$ cat config.mk
export PLATFORM = sky130hd
export DESIGN_NAME = io_stream_loader
export DESIGN_NICKNAME = d
export VERILOG_FILES = /design/src/rtl/io_pkg.sv /design/src/rtl/io_stream_loader.sv
export SDC_FILE = /design/constraint.sdc
export NUM_CORES = 1
export LEC_CHECK = 0
export BUFFER_PORTS_ARGS = -buffer_cell sky130_fd_sc_hd__buf_2
export CORE_MARGIN = 5
export CORE_UTILIZATION = 30
export DETAILED_ROUTE_END_ITERATION = 10
export GPL_ROUTABILITY_DRIVEN = 0
export PLACE_DENSITY = 0.5
export RECOVER_POWER = 25
export SYNTH_ARGS = -nofsm -noshare
export SYNTH_HDL_FRONTEND = slang
export SYNTH_SLANG_ARGS = --single-unit
$ cat constraint.sdc
create_clock -name CLK -period 2.6 [get_ports CLK]
set_input_delay 0 -clock CLK [delete_from_list [all_inputs] [get_ports CLK]]
set_output_delay 0 -clock CLK [all_outputs]
set_load 0.03 [all_outputs]
$ cat src/rtl/io_pkg.sv
// Shared defaults and FSM state type for the IO-module loader, RAM and top level.
package io_pkg;
  localparam int unsigned DEF_IN_WIDTH      = 32;
  localparam int unsigned DEF_DATA_WIDTH    = 64;
  localparam int unsigned DEF_ADDRESS_WIDTH = 13;

  typedef enum logic [2:0] {
    S_IDLE,
    S_LO,
    S_HI,
    S_WR,
    S_DRAIN,
    S_FIN
  } loader_state_t;
endpackage

$ cat src/rtl/io_stream_loader.sv
// Packs pairs of valid/ready input beats into RAM words and writes them to
// consecutive addresses from BASE_ADDR; pulses done when the load ends.
module io_stream_loader
  import io_pkg::*;
#(
  parameter int unsigned ADDRESS_WIDTH = DEF_ADDRESS_WIDTH,
  parameter int unsigned DATA_WIDTH    = DEF_DATA_WIDTH,
  parameter int unsigned IN_WIDTH      = DEF_IN_WIDTH,
  parameter int unsigned DEPTH         = 16,
  parameter int unsigned BASE_ADDR     = 0
) (
  input  logic                     CLK,
  input  logic                     RST,
  input  logic                     start,
  input  logic                     in_valid,
  output logic                     in_ready,
  input  logic [IN_WIDTH-1:0]      in_data,
  input  logic                     in_last,
  output logic                     WR_Enable,
  output logic [ADDRESS_WIDTH-1:0] address_WR,
  output logic [DATA_WIDTH-1:0]    dataIn,
  output logic                     busy,
  output logic                     done,
  output logic [ADDRESS_WIDTH-1:0] word_count,
  output logic                     overflow
);

  localparam logic [ADDRESS_WIDTH-1:0] LAST_ADDR  = ADDRESS_WIDTH'(DEPTH - 1);
  localparam logic [ADDRESS_WIDTH-1:0] FIRST_ADDR = ADDRESS_WIDTH'(BASE_ADDR);

  loader_state_t              state;
  logic [ADDRESS_WIDTH-1:0]   addr;
  logic [IN_WIDTH-1:0]        lo;
  logic                       last_pend;
  logic                       xfer;

  assign xfer = in_valid & in_ready;

  // dataIn is loaded directly on the completing beat, so it doubles as the hi register.
  always_ff @(posedge CLK or negedge RST) begin
    if (!RST) begin
      state      <= S_IDLE;
      addr       <= '0;
      lo         <= '0;
      last_pend  <= 1'b0;
      in_ready   <= 1'b0;
      WR_Enable  <= 1'b0;
      address_WR <= '0;
      dataIn     <= '0;
      busy       <= 1'b0;
      done       <= 1'b0;
      word_count <= '0;
      overflow   <= 1'b0;
    end else begin
      unique case (state)
        S_IDLE: begin
          if (start) begin
            addr       <= FIRST_ADDR;
            word_count <= '0;
            overflow   <= 1'b0;
            in_ready   <= 1'b1;
            busy       <= 1'b1;
            state      <= S_LO;
          end
        end
        S_LO: begin
          if (xfer) begin
            lo <= in_data;
            if (in_last) begin
              last_pend  <= 1'b1;
              in_ready   <= 1'b0;
              WR_Enable  <= 1'b1;
              address_WR <= addr;
              dataIn     <= {IN_WIDTH'(0), in_data};
              state      <= S_WR;
            end else begin
              last_pend <= 1'b0;
              state     <= S_HI;
            end
          end
        end
        S_HI: begin
          if (xfer) begin
            last_pend  <= in_last;
            in_ready   <= 1'b0;
            WR_Enable  <= 1'b1;
            address_WR <= addr;
            dataIn     <= {in_data, lo};
            state      <= S_WR;
          end
        end
        S_WR: begin
          WR_Enable  <= 1'b0;
          word_count <= word_count + ADDRESS_WIDTH'(1);
          if (last_pend) begin
            done  <= 1'b1;
            state <= S_FIN;
          end else if (addr == LAST_ADDR) begin
            in_ready <= 1'b1;
            state    <= S_DRAIN;
          end else begin
            addr     <= addr + ADDRESS_WIDTH'(1);
            in_ready <= 1'b1;
            state    <= S_LO;
          end
        end
        S_DRAIN: begin
          if (xfer) begin
            overflow <= 1'b1;
            if (in_last) begin
              in_ready <= 1'b0;
              done     <= 1'b1;
              state    <= S_FIN;
            end
          end
        end
        S_FIN: begin
          done  <= 1'b0;
          busy  <= 1'b0;
          state <= S_IDLE;
        end
        default: state <= S_IDLE;
      endcase
    end
  end

endmodule

==> summary.md <==
| Metric | Value |
|---|---|
| Area contributors post-synth | `dfrtp_1 (56%), nand2_1 (9.4%), mux2i_1 (6.2%)` |
| CTS sink count | `approximately 140` |
| Row cnt | `53` |
| Initial DRC count | `approximately 170` |
| Worst Clk Skew | `0.00998 ns` |
| Maximum VDD drop | `about 0.47 mV` |
| Placed Area | `between 7000 and 8000 um^2` |
| Initial antenna violation count | `0` |
| Max-Cap Viols | `1` |
| Final Non-Filler Cells | `1075` |
| Final hold violations | `0` |
| Gate count of the mapped netlist | `622` |
| Failing checks | `capacitance limit, slew limit` |
| Die width | `roughly 160 um` |
| Number of global-route vias before repair | `between 4000 and 5000` |
| Synthesized net count | `about 660` |
| Die H | `~160 um` |
| Period Utilization, post-route | `slightly above 80%` |
| Post-synth EDFFs | `0` |
| Worst hold path type | `in -> reg` |
| Setup bufs post-CTS | `0` |
| Boundary Pins | `132` |
| WHS | `0.0117 ns` |
| Worst slack, placed | `approximately 0.48 ns` |
| Worst setup margin | `around 0.46 ns` |
| Yosys warnings | `0` |
| Gate power share | `about 33%` |
| Total power | `just under 9 mW` |
| Final nets | `between 800 and 900` |
| Top-count cell post-synth | `nand2_1` |
| WL final | `roughly 17000 um` |
| Most common flop cell mapped by yosys | `dfrtp_1` |
| Layout cells sized above 1 | `around 23%` |
| Final count of negative-setup-slack endpoints | `0` |
| Synth Cell Area | `6410 um^2` |
| Fmax | `between 400 and 500 MHz` |
| Max clock buf depth | `2` |
| Clk pwr share | `29.3%` |
| Die Area | `around 24000 um^2` |
| Drt pass-1 iters | `4` |
| Crit-path max FO | `21` |
| Largest net degree at the start of global routing | `75` |
| Finished Cell Area | `approximately 8400 um^2` |
| CP startpoint kind | `flop` |
| Final Max Slew Viols | `73` |
| Detailed Place HPWL | `about 11000 um` |
| Routed Antenna Nets | `0` |
| Initial Utilization | `30.5%` |
| Post-synthesis sequential area ratio | `~56%` |
| Post-cts gate resize count | `0` |
| Syn_area_per_cell | `between 10 and 15 um^2` |
| Cell taking the most area after synthesis | `dfrtp_1` |
| CTS Root Cell | `clkbuf_16` |
| Min Tclk post-route | `about 2.1 ns` |
| Switch Pwr | `approximately 3.4 mW` |
| CP Capture Type | `flop` |
| N_diodes | `0` |
| Required @ worst endpoint | `roughly 3 ns` |
| Port bufs | `between 100 and 150` |
| CTS tree | `done` |
| Global route overflow | `0` |
| Power Internal | `~5.4 mW` |
| Core area | `around 21000 um^2` |
| Seq pwr share | `around 38%` |
| Distinct cell type count after synthesis | `54` |
| Wire length per cell | `~15 um` |
| Sw frac | `between 30% and 40%` |
| Async SR Flop Fraction | `100%` |
| First-pass GRT wire length | `26400 um` |
| Clock Latency Late Sink | `between 0.4 and 0.5 ns` |
| Arr. time, crit path | `between 2 and 2.5 ns` |
| Vias per cell | `4.66` |
| Worst-Margin Slew | `approximately 2 ns` |
| Max H-tree Level | `4` |
| Pleak | `4.07 nW` |
| CP Class | `reg -> reg` |
| Synth top cells by count | `nand2_1 (160), dfrtp_1 (144), nand3_1 (45)` |
| Slew headroom | `-29.5%` |
| Total track usage | `~14%` |
| Final Core Density | `about 40%` |
| Power per standard cell area | `~1000 nW/um^2` |
| Placed Cells | `~1000` |
| Flop and latch count out of synthesis | `144` |
| CTS clk-pin slew, worst paths | `0.07 ns` |
| P&R area growth vs syn | `31.2%` |
| Setup TNS | `0 ns` |
| RSZ-0062 raised after global routing | `false` |
| DRC Markers | `0` |
| Status | `complete, but fails checks` |
| Area share of the largest cell type after synthesis | `a little under three fifths` |
| TritonCTS buffer count | `17` |
| Vias | `between 5000 and 6000` |
[power by group through the flow]
stage,Combinational (mW),Sequential [mW],Clock [mW]
after floorplan,1.27,4.00,0
after global placement,2.87,3.36,0
after detailed placement,2.89,3.37,0
after CTS,2.94,3.33,2.64
after global routing,3.16,3.41,2.73
final,2.89,3.32,2.57
[cell usage in the layout, fill, tap and decap left out, types with 3 or more instances in the layout]
master	instances
nor4_1	4
nand3_1	45
nor2b_1	3
nor3_1	4
mux2i_1	40
buf_12	6
o211ai_1	3
clkbuf_16	17
a31oi_1	4
nand3b_1	3
clkbuf_1	14
mux2_1	23
o21ai_1	41
inv_6	5
dfrtp_1	144
buf_2	116
nor2_1	15
a211oi_1	4
inv_8	4
o31ai_1	8
nand2_1	160
a21oi_1	11
nand2b_1	5
dlygate4sd3_1	36
o21ai_0	8
inv_1	5
mux2_2	10
or4_1	4
buf_4	11
and3_1	3
[layout make-up]
| class | count | area [um^2] |
|---|---|---|
| Clock buffer | 17 | 425 |
| Clock inverter | 15 | 190 |
| Fill cell | 2113 | 12600 |
| Inverter | 5 | 18.8 |
| Multi-Input combinational cell | 435 | 2630 |
| Sequential cell | 144 | 3600 |
| Tap cell | 275 | 344 |
| Timing Repair Buffer | 184 | 1200 |
[worst max-delay path: stages (launching register included)]
cell	delay, ns
dfrtp_1	0.42
ha_1	0.27
and4b_1	0.22
and4b_1	0.41
or4_1	0.58
a21oi_1	0.17
[state kept, by name, summed over array words and instances (netlist names)]
| signal | count |
|---|---|
| dataIn | 64 |
| done | 1 |
| address_WR | 13 |
| busy | 1 |
| state | 3 |
| addr | 13 |
| in_ready | 1 |
| overflow | 1 |
| word_count | 13 |
| last_pend | 1 |
| WR_Enable | 1 |
| lo | 32 |
[cell families (layout without fill, tap and decap cells)]
group	Yosys count	count (layout)	synth area share [%]
simple gates	265	265	19.1
flops	144	144	56.2
compound gates	94	94	9.13
mux	73	73	12.0
buf+inv	43	221	3.04
fa+ha+maj	2	2	0.390
xor+xnor	1	1	0.137
[metal layers]
layer	routed length, um	share of wire [%]	global-route usage (%)	vias up
li1	-	-	-	2502
met1	8240	50	20.0	2375
met2	7100	43	19.4	119
met3	980	5.9	3.71	14
met4	223	1.3	4.26	0
met5	0	0	0	-
[repair_timing]
item | CTS | global route
setup endpoints to repair | 0 | 0
hold endpoints to repair | 170 | 0
hold buffers | 36 | 0
[path summary, 6_finish.rpt]
check	start	endpoint	slack (ns)	depth (start not counted)
worst max register to register	addr[0]	addr[6]	0.46	5
worst min register to register	dataIn[62]	dataIn[62]	0.46	2
max in group asynchronous	RST	lo[11]	0.80	2
worst min-delay path	start	busy	0.01	3
min in group asynchronous	RST	dataIn[25]	0.66	2
worst max-delay path	addr[0]	addr[6]	0.46	5
No activity file was read; power rests on OpenSTA's default activity.
